==> config.mk <==
export PLATFORM = sky130hd
export DESIGN_NAME = adc_frame_rx_flat
export DESIGN_NICKNAME = d
export VERILOG_FILES = /design/src/rtl/adc_frame_rx_if.sv /design/src/rtl/adc_frame_rx.sv /design/src/flat_wrapper.sv
export SDC_FILE = /design/constraint.sdc
export NUM_CORES = 1
export LEC_CHECK = 0
export BUFFER_PORTS_ARGS = -buffer_cell sky130_fd_sc_hd__buf_2
export CORE_AREA = 2 2 97 99
export DETAILED_ROUTE_END_ITERATION = 16
export DIE_AREA = 0 0 99 101
export GPL_TIMING_DRIVEN = 0
export HOLD_SLACK_MARGIN = 0.08
export SETUP_SLACK_MARGIN = 0.15
export SLEW_MARGIN = 10
export SYNTH_ARGS = -nofsm -noshare
export SYNTH_HDL_FRONTEND = slang
export SYNTH_SLANG_ARGS = --single-unit
==> constraint.sdc <==
create_clock -name clk_40M -period 2.3 [get_ports clk_40M]
set_input_delay 0.46 -clock clk_40M [delete_from_list [all_inputs] [get_ports clk_40M]]
set_output_delay 0.46 -clock clk_40M [all_outputs]
set_load 0.02 [all_outputs]
==> src/rtl/adc_frame_rx_if.sv <==
// rtl/adc_frame_rx_if.sv - byte input and frame/sample outputs of the ADC-sum frame parser
interface adc_frame_rx_if;
  logic [7:0]  rxd_in;
  logic        uart_tog;
  logic [15:0] sample_out;
  logic [5:0]  sample_idx;
  logic        sample_vld;
  logic        frame_done;
  logic        frame_err;
  logic [1:0]  err_code;
  logic [15:0] frame_cnt;
  logic [7:0]  err_cnt;
  logic        busy;

  modport master (
    output rxd_in, uart_tog,
    input  sample_out, sample_idx, sample_vld, frame_done, frame_err,
    input  err_code, frame_cnt, err_cnt, busy
  );

  modport slave (
    input  rxd_in, uart_tog,
    output sample_out, sample_idx, sample_vld, frame_done, frame_err,
    output err_code, frame_cnt, err_cnt, busy
  );
endinterface

==> src/rtl/adc_frame_rx.sv <==
// rtl/adc_frame_rx.sv - ADC-sum UART frame parser: FE A5, NSAMP 16-bit samples, trailer
module adc_frame_rx #(
  parameter int         NSAMP   = 40,
  parameter logic [7:0] HDR0    = 8'hFE,
  parameter logic [7:0] HDR1    = 8'hA5,
  parameter logic [7:0] TAIL    = 8'h33,
  parameter int         TIMEOUT = 20000
) (
  input  logic           clk_40M,
  input  logic           rst,
  adc_frame_rx_if.slave  bus
);
  localparam logic [2:0] S_HUNT0 = 3'd0;
  localparam logic [2:0] S_HUNT1 = 3'd1;
  localparam logic [2:0] S_MSB   = 3'd2;
  localparam logic [2:0] S_LSB   = 3'd3;
  localparam logic [2:0] S_TAIL  = 3'd4;
  localparam int         GW      = $clog2(TIMEOUT + 1);
  localparam logic [5:0] LAST    = 6'(NSAMP - 1);

  logic [2:0]    state, state_nxt;
  logic          tog_q;
  logic          byte_stb;
  logic          timeout;
  logic [7:0]    hi;
  logic [5:0]    idx;
  logic [GW-1:0] gap;

  assign byte_stb = bus.uart_tog ^ tog_q;
  // A strobe in the expiry cycle suppresses the timeout so the byte is never lost.
  assign timeout  = (state != S_HUNT0) && !byte_stb && (gap == GW'(TIMEOUT));

  always_comb begin
    state_nxt = state;
    if (byte_stb) begin
      case (state)
        S_HUNT0: if (bus.rxd_in == HDR0) state_nxt = S_HUNT1;
        S_HUNT1: begin
          if (bus.rxd_in == HDR1)      state_nxt = S_MSB;
          else if (bus.rxd_in == HDR0) state_nxt = S_HUNT1;
          else                         state_nxt = S_HUNT0;
        end
        S_MSB:   state_nxt = S_LSB;
        S_LSB:   state_nxt = (idx == LAST) ? S_TAIL : S_MSB;
        S_TAIL: begin
          if (bus.rxd_in == TAIL)      state_nxt = S_HUNT0;
          else if (bus.rxd_in == HDR0) state_nxt = S_HUNT1;
          else                         state_nxt = S_HUNT0;
        end
        default: state_nxt = S_HUNT0;
      endcase
    end else if (timeout) begin
      state_nxt = S_HUNT0;
    end
  end

  always_ff @(posedge clk_40M) begin
    tog_q <= bus.uart_tog;
    if (rst) begin
      state          <= S_HUNT0;
      hi             <= '0;
      idx            <= '0;
      gap            <= '0;
      bus.sample_out <= '0;
      bus.sample_idx <= '0;
      bus.sample_vld <= 1'b0;
      bus.frame_done <= 1'b0;
      bus.frame_err  <= 1'b0;
      bus.err_code   <= '0;
      bus.frame_cnt  <= '0;
      bus.err_cnt    <= '0;
      bus.busy       <= 1'b0;
    end else begin
      state          <= state_nxt;
      bus.busy       <= (state_nxt != S_HUNT0);
      bus.sample_vld <= 1'b0;
      bus.frame_done <= 1'b0;
      bus.frame_err  <= 1'b0;
      gap            <= (byte_stb || state == S_HUNT0) ? '0 : gap + GW'(1);
      if (byte_stb) begin
        case (state)
          S_HUNT1: if (bus.rxd_in == HDR1) idx <= '0;
          S_MSB:   hi <= bus.rxd_in;
          S_LSB: begin
            bus.sample_out <= {hi, bus.rxd_in};
            bus.sample_idx <= idx;
            bus.sample_vld <= 1'b1;
            if (idx != LAST) idx <= idx + 6'd1;
          end
          S_TAIL: begin
            if (bus.rxd_in == TAIL) begin
              bus.frame_done <= 1'b1;
              bus.frame_cnt  <= bus.frame_cnt + 16'd1;
            end else begin
              bus.frame_err <= 1'b1;
              bus.err_code  <= 2'd1;
              if (bus.err_cnt != 8'hFF) bus.err_cnt <= bus.err_cnt + 8'd1;
            end
          end
          default: ;
        endcase
      end else if (timeout) begin
        bus.frame_err <= 1'b1;
        bus.err_code  <= 2'd2;
        if (bus.err_cnt != 8'hFF) bus.err_cnt <= bus.err_cnt + 8'd1;
      end
    end
  end
endmodule
==> src/flat_wrapper.sv <==
// flat-port wrapper written by rule: the top's interface ports become plain ports
module adc_frame_rx_flat 
#(
  parameter int         NSAMP   = 40,
  parameter logic [7:0] HDR0    = 8'hFE,
  parameter logic [7:0] HDR1    = 8'hA5,
  parameter logic [7:0] TAIL    = 8'h33,
  parameter int         TIMEOUT = 20000
)
  (clk_40M, rst, bus_rxd_in, bus_uart_tog, bus_sample_out, bus_sample_idx, bus_sample_vld, bus_frame_done, bus_frame_err, bus_err_code, bus_frame_cnt, bus_err_cnt, bus_busy);
  adc_frame_rx_if bus_i ();
  input  logic clk_40M;
  input  logic rst;
  input wire logic [$bits(bus_i.rxd_in)-1:0] bus_rxd_in;
  input wire logic [$bits(bus_i.uart_tog)-1:0] bus_uart_tog;
  output wire logic [$bits(bus_i.sample_out)-1:0] bus_sample_out;
  output wire logic [$bits(bus_i.sample_idx)-1:0] bus_sample_idx;
  output wire logic [$bits(bus_i.sample_vld)-1:0] bus_sample_vld;
  output wire logic [$bits(bus_i.frame_done)-1:0] bus_frame_done;
  output wire logic [$bits(bus_i.frame_err)-1:0] bus_frame_err;
  output wire logic [$bits(bus_i.err_code)-1:0] bus_err_code;
  output wire logic [$bits(bus_i.frame_cnt)-1:0] bus_frame_cnt;
  output wire logic [$bits(bus_i.err_cnt)-1:0] bus_err_cnt;
  output wire logic [$bits(bus_i.busy)-1:0] bus_busy;
  assign bus_i.rxd_in = bus_rxd_in;
  assign bus_i.uart_tog = bus_uart_tog;
  assign bus_sample_out = bus_i.sample_out;
  assign bus_sample_idx = bus_i.sample_idx;
  assign bus_sample_vld = bus_i.sample_vld;
  assign bus_frame_done = bus_i.frame_done;
  assign bus_frame_err = bus_i.frame_err;
  assign bus_err_code = bus_i.err_code;
  assign bus_frame_cnt = bus_i.frame_cnt;
  assign bus_err_cnt = bus_i.err_cnt;
  assign bus_busy = bus_i.busy;
  adc_frame_rx #(.NSAMP(NSAMP), .HDR0(HDR0), .HDR1(HDR1), .TAIL(TAIL), .TIMEOUT(TIMEOUT)) u_core (.clk_40M(clk_40M), .rst(rst), .bus(bus_i));
endmodule
After elaboration in Yosys (flattened, before gate mapping)
Index checks and enable logic that the tools add are counted.
- register bits: 85
- bits of input ports: 11
- output and inout port bits: 52
- logic and storage cells: 79
- add/subtract/negate cells: 4
- equal/unequal tests: 15
- multiplexer cells: 26
- bitwise logic cells: 3
- reduce and logical (&&, ||, !) cells: 17
- operators with widths (kind ; count):
    8-bit 2-to-1 mux ; 5
    3-bit 2-to-1 mux ; 6
    16-bit by 1-bit adder with 16-bit output, second input constant ; 1
    8-bit == test, second input constant ; 2
    15-bit by 1-bit adder with 15-bit output, second input constant ; 1
    15-bit == test, second input constant ; 1
    3-bit one-hot mux with 5 select lines ; 1
    6-bit 2-to-1 mux ; 2
    6-bit one-hot mux with 2 select lines ; 1
    8-bit by 1-bit adder with 8-bit output, second input constant ; 1
    8-bit by 6-bit == test with 1-bit output, second input constant ; 1
    2-bit 2-to-1 mux ; 4
    8-bit != test, second input constant ; 1
    1-bit 2-to-1 mux ; 7
    6-bit by 1-bit adder with 6-bit output, second input constant ; 1
    3-bit by 2-bit == test with 1-bit output, second input constant ; 2
    6-bit == test, second input constant ; 1
    6-bit != test, second input constant ; 1
    3-bit AND reduction ; 2
    3-bit nonzero test ; 2
    2-bit by 1-bit != test with 1-bit output, second input constant ; 2
    2-bit != test, second input constant ; 2
    2-bit AND reduction ; 2
    4-bit AND reduction ; 1
    other kinds (11) ; 15

Depth between registers and ports, before layout
Gate-level depths: netlist of the first run.
- word-level depth: 7
- depth in mapped cells: 8
- gate-level depth less buffers: 8

Worst setup path after synthesis of the first run
No wires, ideal clock.
- path kind: input port to flip-flop
- start point: input bus_uart_tog
- end point: register u_core.bus.err_cnt[7]
- setup time: 0.070 ns
- data arrival time: 2.012 ns
- required time: 2.230 ns
- path slack: 0.217 ns
- stages: 7
- path buffers: 1
- path through: xnor2_2 -> nor4b_4 -> nor2b_1 -> buf_4 -> o21ai_4 -> or4_1 -> a21oi_1
- word-level cells in the longest chain between the ends: 6
- elaborated cells on any way between the ends: 9
- classes of those cells: eq/ne (2); mux (1); bitwise (1); reduce/logical (5)
- ends and longest elaborated chain (item ; line ; text):
    start, declared ; flat_wrapper.sv:15 ; input wire logic [$bits(bus_i.uart_tog)-1:0] bus_uart_tog;
    1-bit bitwise XOR (*) ; adc_frame_rx.sv:29 ; assign byte_stb = bus.uart_tog ^ tog_q;
    1-bit zero test ; adc_frame_rx.sv:31 ; assign timeout = (state != S_HUNT0) && !byte_stb && (gap == GW'(TIMEOUT));
    1-bit logical AND (2 in series) ; adc_frame_rx.sv:31 ;
    2-bit nonzero test (no source line) ; -- ;
    3-bit AND reduction (no source line) ; -- ;
    end signal, assigned ; adc_frame_rx.sv:97 ; if (bus.err_cnt != 8'hFF) bus.err_cnt <= bus.err_cnt + 8'd1;
    end signal, assigned ; adc_frame_rx.sv:105 ; if (bus.err_cnt != 8'hFF) bus.err_cnt <= bus.err_cnt + 8'd1;
    end, declared ; adc_frame_rx_if.sv:24 ; output err_code, frame_cnt, err_cnt, busy
Mark *: on every way between the ends. The rest lies on a longest branch, timed or not.
A chain may end at the register's enable or synchronous reset.

Worst setup path in the final report of the first run
- start point: register u_core.tog_q
- end point: register u_core.bus.err_cnt[7]
- word-level cells in the longest chain between the ends: 6
- elaborated cells on any way between the ends: 9
- classes of those cells: eq/ne (2); mux (1); bitwise (1); reduce/logical (5)
- ends and longest elaborated chain (item ; line ; text):
    start, declared ; adc_frame_rx.sv:22 ; logic tog_q;
    start signal, assigned ; adc_frame_rx.sv:58 ; tog_q <= bus.uart_tog;
    1-bit bitwise XOR (*) ; adc_frame_rx.sv:29 ;
    1-bit zero test ; adc_frame_rx.sv:31 ;
    1-bit logical AND (2 in series) ; adc_frame_rx.sv:31 ;
    2-bit nonzero test (no source line) ; -- ;
    3-bit AND reduction (no source line) ; -- ;
Marked as above.

==> flow_summary.yaml, run 1 <==
detailed_routing:
  vias: 3005
  drt_wl_total_um: 8048
  drt_iter0_markers: 103
  antenna_left: 0
  dr.pass1.iters: 4
  wire_per_inst_um: 13.37
  drc: 0
  vias_per_cell: 4.992
grt:
  grt_pass1_wl_um: 13280
  antenna_found_initial: 0
  grt-ovfl-total: 0
  grt_max_degree: 14
  grt_pass1_vias: 2727
  grt.total_usage_pct: 16.67
synthesis:
  synth_mux_area_share_pct: 2.843
  synth-adder-area-share_pct: 1.777
  synthCells: 409
  yosys-top-cells-count: "dfxtp_1, nand2_1, nor2_1"
  avgSynthCellArea_sq_um: 8.609
  synth_top_family_by_area: "simple AND/OR/NAND/NOR gates"
  synthesis.area_sq_um: 3521
  synth_simple_gate_area_share_pct: 26.47
  synth_enable_flop_cells: 0
  async_flop_share_pct: 0
  synth_nets: 425
  yosysSeqAreaShare_pct: 48.33
  synth_most_common_cell: "dfxtp_1"
  synth-compound-area-share_pct: 9.311
  synthFlopType: "dfxtp_1"
  yosys.area.top_type: "dfxtp_1"
  ys_types: 41
  synth_top_cell_area_share_pct: 48.33
  synthTopCellsByArea: "dfxtp_1, nand2_1, nor2_1"
  synthXorXnorAreaFrac_pct: 8.173
  synth-seq-cells: 85
  ys_warn_count: 0
setup_path:
  path_cells: "xnor2_2 > nor4b_4 > nor2b_1 > buf_4 > o21ai_4 > or4_1 > a21oi_1"
  endpoint: "u_core.bus.err_cnt[7]"
  crit_family: "simple AND/OR/NAND/NOR gates"
  cpMaxStageDelayCell: "or4_1"
  critPathRequiredTime_ps: 2580
  reg2reg_from: "u_core.tog_q"
  cpPeakStageDelay_ps: 470
  critPathKind: "flip-flop to flip-flop"
  worst-path-stages: 7
  rr_endpoint: "u_core.bus.err_cnt[7]"
  path_max_fanout: 8
  arrival_ps: 2320
  crit_start: "u_core.tog_q"
  worst-path-buf-inv: 1
  end_kind: "flip-flop"
  r2r_slack_ps: 260
  worst_setup_path_start_kind: "flip-flop"
  worst-r2r-cell-count: 7
clock_network:
  cts.sinks: 85
  htree_levels: 3
  ctsLongestPathBuffers: 2
  cts_tree: "done"
  cts.clk_slew.worst_paths_ps: 80
  cts_root_buf: "clkbuf_8"
  clock_latency_ps: 350
  cts_buffers: 9
die:
  die_w_um: 99
  ios: 63
  rows: 35
  dieArea_sq_um: 9999
  core-area_sq_um: 8977
  initial_core_util_pct: 39.22
  die_h_um: 101
timing:
  setup_viol: 0
  tightest_slew_ps: 596.4
  min_period_over_period_pct: 88.70
  holdWs_ps: 246.9
  skew_ps: 6.169
  fin_ws_ps: 259.8
  fmax_mhz: 490.2
  fin_crit_ps: 2040
  hold_violations: 0
  slew_viol_final: 0
  rsz0062_at_grt: "yes"
  relSlewSlack_pct: 60.24
power_and_ir_drop:
  p_per_area_nw_per_um2: 608.9
  p_leak_nw: 1.709
  ir_worst_vdd_mv: 0.3327
layout:
  areaGrowthSynthToFinish_pct: 19.76
  drive_above_1_share_pct: 18.94
  design_area_sq_um: 4217
  regArea_sq_um: 1702
  multi_input_area_sq_um: 1727
  nNetsFinal: 502
  fill_cells: 910
  n_antenna_cell: 0
placed_design:
  place_ws_ps: -226.6
  dpl_cell_area_sq_um: 3965
  gp_congestion: 0.8208
  portBuffers: 61
  dp_hpwl_um: 5794
hold_path:
  min_from: "bus_uart_tog"
  hold_path.class: "primary input to flip-flop"
status:
  outcome: "completed"
flow_run:
  maxCapViolCount: 0
-- cell families after synthesis --
family	after synthesis
simple gates	194
flops	85
compound gates	55
xor+xnor	32
buf+inv	28
mux	10
fa+ha+maj	5
-- metrics by stage --
| step | setup TNS [ps] | power [mW] | util (%) | std cells |
|---|---|---|---|---|
| floorplan | 0 | 1.539 | - | 409 |
| global placement | -224.8 | 1.569 | 44.17 | 581 |
| detailed placement | -318.0 | 1.570 | 44.17 | 581 |
| CTS | 0 | 2.603 | 46.47 | 598 |
| global route | 0 | 2.669 | 46.97 | 602 |
| finish | 0 | 2.567 | 46.97 | 602 |
-- layout by cell type, fill, tap and decap left out, drive strengths merged, types with 3 or more instances in the layout --
cell type   n
nor4        3
o211ai      3
nor3        5
buf        67
clkbuf     27
nand2      59
a21oi      33
dfxtp      85
xor2       19
nand3      19
and3       12
nor4bb      3
nor2       58
mux2i      10
o21ai       9
o31ai       3
nand4      14
xnor2      13
inv        12
or3         9
ha          5
-- power breakdown --
group	switching, mW	leakage, nW	total (mW)	internal, mW
Clock	0.504	0.0964	1.03	0.529
Combinational	0.0469	0.928	0.0630	0.0162
Sequential	0.000703	0.685	1.47	1.47
-- cell type report --
type / count / area share, %
clock buffer: 12 / 3.442
multi-input combinational: 296 / 40.95
tap: 111 / 3.294
inverter: 12 / 1.068
clock inverter: 4 / 1.128
timing repair buffer: 66 / 8.131
sequential: 85 / 40.36
buffer: 16 / 1.632
-- worst min path at each step --
stage | end | slack, ps | depth (start not counted)
finish | u_core.tog_q | 250 | 1
global route | u_core.tog_q | 230 | 1
CTS | u_core.tog_q | 230 | 1
detailed placement | u_core.bus.sample_out[6] | 440 | 2
global placement | u_core.bus.sample_out[14] | 440 | 2
floorplan | u_core.bus.sample_out[10] | 430 | 2
-- state kept, by name (all words and copies together) (netlist names) --
signal                 count
u_core.bus.sample_vld      1
u_core.bus.err_cnt         8
u_core.bus.sample_out     16
u_core.bus.frame_cnt      16
u_core.bus.err_code        2
u_core.bus.sample_idx      6
u_core.state               3
u_core.bus.frame_done      1
u_core.bus.busy            1
u_core.bus.frame_err       1
u_core.tog_q               1
u_core.hi                  8
u_core.gap                15
u_core.idx                 6
-- worst register-to-register path, delay by kind of cell (launching register included) --
kind / cells / cell delay [ps]
and+or+nand+nor: 3 / 980
DFF: 1 / 330
xor gates and xnor gates: 1 / 230
AOI/OAI and AO/OA: 2 / 240
buffers and inverters: 1 / 180
-- metal layers --
metal  vias up  share of wire (%)  track usage, %
li1       1555                  -               -
met1      1373                 48           22.30
met2        67                 45           25.94
met3        10                4.6           3.745
met4         0                1.7           7.165
met5         -                  0               0
-- repair_timing --
action / in CTS / in global routing
resized for setup: 1 / 10
setup endpoints to repair: 22 / 28
pin swaps: 1 / 2
endpoints found under the hold margin: 0 / 0
hold buffers: 0 / 0
setup buffers: 1 / 4
(Power assumes the default switching activity.)
==> run 2, diff against run 1 <==
- PLACE_DENSITY: unset -> 0.68
==> run 2 against run 1 <==
Clock power is 17% higher. Total power increased by 6.6%. Via count grew 2.8%. Cell count unchanged. Core utilization increased by 0.43 points. Register-to-register slack worse by 80 ps. Combinational power fell by 1%. Sequential power about the same. Global-route usage grew 0.22 points. Non-clock buffer count down 1. Critical endpoint unchanged. Highest routed layer unchanged.
==> flow_summary.yaml, run 2 (synthesized netlist as in run 1, its figures left out) <==
timing:
  skew_ps: 9.892
  setup_viol: 0
  fin_ws_ps: 179.9
  fin_crit_ps: 2120
  fmax_mhz: 471.7
  tightest_slew_ps: 609.0
  min_period_over_period_pct: 92.18
  rsz0062_at_grt: "yes"
  slew_viol_final: 0
  relSlewSlack_pct: 59.40
  hold_violations: 0
clock_network:
  cts_tree: "done"
  cts_buffers: 9
  htree_levels: 3
  ctsLongestPathBuffers: 2
  cts.sinks: 85
  cts_root_buf: "clkbuf_8"
  cts.clk_slew.worst_paths_ps: 80
  clock_latency_ps: 350
grt:
  grt_pass1_vias: 2799
  grt_max_degree: 16
  grt.total_usage_pct: 16.89
  grt_pass1_wl_um: 13460
  grt-ovfl-total: 0
  antenna_found_initial: 1
placed_design:
  dp_hpwl_um: 5871
  portBuffers: 61
  place_ws_ps: -264.9
  gp_congestion: 0.8319
  dpl_cell_area_sq_um: 3965
  dpl.cell_count: 581
layout:
  reg_top3: "u_core.bus.frame_cnt (16), u_core.bus.sample_out (16), u_core.gap (15)"
  final_cell_mix: "dfxtp_1, buf_2, nand2_1, nor2_1, a21oi_1"
  nNetsFinal: 501
  final_common_cell: "dfxtp_1"
  drive_above_1_share_pct: 19.18
  fin_util_pct: 47.40
  layoutNonFillerInstCount: 602
  areaGrowthSynthToFinish_pct: 20.86
  design_area_sq_um: 4255
detailed_routing:
  dr.pass1.iters: 4
  drc: 0
  drt_iter0_markers: 135
  vias: 3089
  antenna_left: 0
  wire_per_inst_um: 13.60
  vias_per_cell: 5.131
  drt_wl_total_um: 8186
setup_path:
  end_kind: "flip-flop"
  reg2reg_from: "u_core.tog_q"
  worst_setup_path_start_kind: "flip-flop"
  worst-r2r-cell-count: 7
  path_max_fanout: 8
  arrival_ps: 2400
  critPathKind: "flip-flop to flip-flop"
  crit_start: "u_core.tog_q"
  endpoint: "u_core.bus.err_cnt[7]"
  rr_endpoint: "u_core.bus.err_cnt[7]"
  r2r_slack_ps: 180
  critPathRequiredTime_ps: 2580
flow_run:
  maxCapViolCount: 0
hold_path:
  hold_path.class: "primary input to flip-flop"
die:
  die_w_um: 99
  initial_core_util_pct: 39.22
  core-area_sq_um: 8977
  rows: 35
  dieArea_sq_um: 9999
  die_h_um: 101
  ios: 63
power_and_ir_drop:
  ir_worst_vdd_mv: 0.2839
  p_leak_nw: 1.714
  p_per_area_nw_per_um2: 643.0
status:
  outcome: "completed"
==> run 2: how the worst min path moves through the flow <==
stage / from / to / slack [ps] / depth (start not counted)
global placement: u_core.bus.sample_out[5] / u_core.bus.sample_out[5] / 440 / 2
global route: bus_uart_tog / u_core.tog_q / 240 / 1
detailed placement: u_core.bus.sample_out[13] / u_core.bus.sample_out[13] / 440 / 2
CTS: bus_uart_tog / u_core.tog_q / 230 / 1
finish: bus_uart_tog / u_core.tog_q / 250 / 1
floorplan: u_core.hi[2] / u_core.bus.sample_out[10] / 430 / 2
==> run 2: repair_timing <==
item | in CTS | in global routing
hold buffers | 0 | 0
pin swaps | 1 | 2
setup endpoints to repair | 10 | 24
resized for setup | 2 | 8
buffers inserted | 1 | 3
==> run 2: final cells by class <==
cell class	instances	area (sq um)
Fill cell	855	4722
Multi-Input combinational cell	296	1732
Sequential cell	85	1702
Timing Repair Buffer	65	335.3
Tap cell	111	138.9
Clock buffer	10	137.6
Clock inverter	6	95.09
Buffer	16	67.56
Inverter	12	45.04
Antenna cell	1	2.502
==> run 2: metrics by stage <==
stage	power, mW	hold slack, ps	setup TNS [ps]
after detailed placement	1.568	443.9	-386.6
after floorplan	1.539	431.6	0
final	2.736	247.9	0
after global placement	1.568	438.5	-286.4
after CTS	2.762	233.1	0
after global routing	2.822	238.4	0
==> run 2: report_power, final <==
part / total, mW / switching, mW / internal (mW)
combinational: 0.0623 / 0.0461 / 0.0162
clock: 1.20 / 0.552 / 0.650
sequential: 1.47 / 0.000704 / 1.47
total: 2.74 / 0.599 / 2.14
==> run 2: metal layers <==
| metal | up-vias | GRT usage [%] | share of wire, % |
|---|---|---|---|
| li1 | 1560 | - | - |
| met2 | 85 | 26.46 | 44 |
| met5 | - | 0 | 0 |
| met4 | 0 | 7.482 | 2.2 |
| met1 | 1426 | 22.25 | 48 |
| met3 | 18 | 3.953 | 5.6 |
==> run 2: worst max-delay path, stage by stage (launching register included) <==
cell	delay (ps)
dfxtp_1	330
xnor2_2	230
nor4b_4	350
nor2b_1	220
buf_4	190
o21ai_4	90
or4_1	480
a21oi_1	160
==> run 3, diff against run 2 <==
- CORE_AREA: 2 2 97 99 -> 2 2 108 89
- DIE_AREA: 0 0 99 101 -> 0 0 110 91
- PLACE_DENSITY: 0.68 -> unset
- PLACE_DENSITY_LB_ADDON: unset -> 0.3
==> run 3 against run 2 <==
Count of clock-buffer cells in the layout up 3. Register-to-register slack better by 80 ps. Cell count up 0.33%. Critical path type unchanged. Worst setup slack better by 76 ps. Critical path depth up 1. Largest cell class unchanged. Worst hold slack worse by 3.6 ps. Maximum frequency up 3.7%. Total power down 5.7%. Sequential cell count unchanged.
==> flow_summary.yaml, run 3 (synthesized netlist as in run 1, its figures left out) <==
clock_network:
  cts_root_buf: "clkbuf_8"
  cts.clk_slew.worst_paths_ps: 80
  cts_tree: "done"
  clock_latency_ps: 350
  cts.sinks: 85
  holdBufCountCts: 0
  htree_levels: 3
  cts_buffers: 9
  ctsLongestPathBuffers: 2
grt:
  grt.total_usage_pct: 17.51
  grt-ovfl-total: 0
  antenna_found_initial: 0
  grt_pass1_wl_um: 13740
  grt_pass1_vias: 2819
  grt_max_degree: 14
placed_design:
  dp_hpwl_um: 5936
  gp_congestion: 0.8415
  dpl.cell_count: 585
  dpl_cell_area_sq_um: 3970
  portBuffers: 61
  place_ws_ps: -214.9
setup_path:
  reg2reg_from: "u_core.gap[0]"
  path_max_fanout: 6
  end_kind: "flip-flop"
  cpMaxStageDelayCell: "or4_1"
  critPathRequiredTime_ps: 2590
  endpoint: "u_core.bus.err_cnt[7]"
  crit_start: "u_core.gap[0]"
  worst-path-buf-inv: 1
  cpPeakStageDelay_ps: 480
  r2r_slack_ps: 260
  critPathKind: "flip-flop to flip-flop"
  crit_family: "simple AND/OR/NAND/NOR gates"
  arrival_ps: 2330
  path_cells: "inv_1 > ha_1 > nor4bb_1 > nand4_1 > nor2_4 > o21ai_4 > or4_1 > a21oi_1"
  worst-path-stages: 8
  worst_setup_path_start_kind: "flip-flop"
  rr_endpoint: "u_core.bus.err_cnt[7]"
  worst-r2r-cell-count: 8
power_and_ir_drop:
  p_per_area_nw_per_um2: 614.0
  p_leak_nw: 1.691
  finalPower_mw: 2.581
  ir_worst_vdd_mv: 0.2740
die:
  ios: 63
  initial_core_util_pct: 39.64
  dieArea_sq_um: 10010
  rows: 31
  die_w_um: 110
  die_h_um: 91
  core-area_sq_um: 8882
flow_run:
  maxCapViolCount: 0
detailed_routing:
  wl_met3_um: 508
  dr.pass1.iters: 4
  antenna_left: 0
  wl_met2_um: 3798
  vias: 3070
  drt_iter0_markers: 135
  drt_wl_total_um: 8323
  top_layer: "met4"
  met1Wirelength_um: 3911
  wire_per_inst_um: 13.78
  vias_per_cell: 5.083
  drc: 0
timing:
  hold_violations: 0
  min_period_over_period_pct: 88.89
  tightest_slew_ps: 643.7
  slew_viol_final: 0
  fin_crit_ps: 2044
  setup_viol: 0
  rsz0062_at_grt: "yes"
  fmax_mhz: 489.1
  fin_ws_ps: 255.6
  relSlewSlack_pct: 57.08
  skew_ps: 9.547
layout:
  n_antenna_cell: 0
  nNetsFinal: 500
  areaGrowthSynthToFinish_pct: 19.37
  reg_top3: "u_core.bus.frame_cnt (16), u_core.bus.sample_out (16), u_core.gap (15)"
  layoutNonFillerInstCount: 604
  final_common_cell: "dfxtp_1"
  drive_above_1_share_pct: 18.20
  fill_cells: 864
  final_cell_mix: "dfxtp_1, buf_2, nand2_1, nor2_1, a21oi_1"
  design_area_sq_um: 4203
status:
  outcome: "completed"
hold_path:
  hold_path.class: "primary input to flip-flop"
  min_from: "bus_uart_tog"
  min_path_cells: 1
run 3: changes by cell type in the layout (fill, tap and decap cells not counted):
| cell | before | now |
|---|---|---|
| diode_2 | 1 | 0 |
| clkbuf_1 | 12 | 14 |
| bufinv_16 | 2 | 1 |
| inv_8 | 1 | 0 |
| buf_4 | 5 | 4 |
| clkbuf_2 | 3 | 4 |
| nor3_2 | 2 | 0 |
| clkinv_4 | 1 | 0 |
| nor3_1 | 3 | 5 |
run 3: layout make-up:
type / instances / area [sq um] / area share, %
tap: 115 / 143.9 / 3.424
inverter: 12 / 45.04 / 1.072
multi-input combinational: 296 / 1722 / 40.96
buffer: 16 / 68.82 / 1.637
clock inverter: 3 / 45.04 / 1.072
sequential: 85 / 1702 / 40.49
timing repair buffer: 64 / 327.8 / 7.800
clock buffer: 13 / 148.9 / 3.543
run 3: timing repair:
item                                    in CTS  in global routing
pin swaps                                    1                  2
endpoints found under the setup margin      14                 19
hold endpoints to repair                     0                  0
gates cloned                                 0                  0
gates resized for setup                      3                  6
buffers inserted                             1                  2
run 3: worst reg2reg max path: stages (launching register included):
cell      delay, ps
dfxtp_1         350
inv_1            60
ha_1            130
nor4bb_1        210
nand4_1         230
nor2_4          260
o21ai_4         100
or4_1           480
a21oi_1         150
run 3: report_power, final:
part,internal (mW),switching [mW],leakage [nW]
logic,0.0165,0.0483,0.917
clock network,0.533,0.511,0.0899
registers,1.47,0.000788,0.685
total,2.02,0.560,1.69
run 3: layer usage:
layer  global-route usage, %  vias up
met3                   5.097        8
met2                   25.87       73
met4                   6.118        0
met1                   24.17     1439
li1                        -     1550
met5                       0        -
run 3: worst min-delay path by stage:
stage | to | slack, ps
2_1_floorplan | u_core.bus.sample_out[10] | 430
3_3_place_gp | u_core.bus.sample_out[12] | 440
3_5_place_dp | u_core.bus.sample_out[4] | 440
4_1_cts | u_core.tog_q | 230
5_1_grt | u_core.tog_q | 240
6_report | u_core.tog_q | 240
run 3: through the flow:
step,TNS [ps],utilization (%),hold WS (ps)
2_1_floorplan,0,-,431.6
3_3_place_gp,-189.8,44.70,437.9
3_5_place_dp,-349.3,44.70,443.5
4_1_cts,0,47.11,231.2
5_1_grt,0,47.32,237.6
6_report,0,47.32,244.2
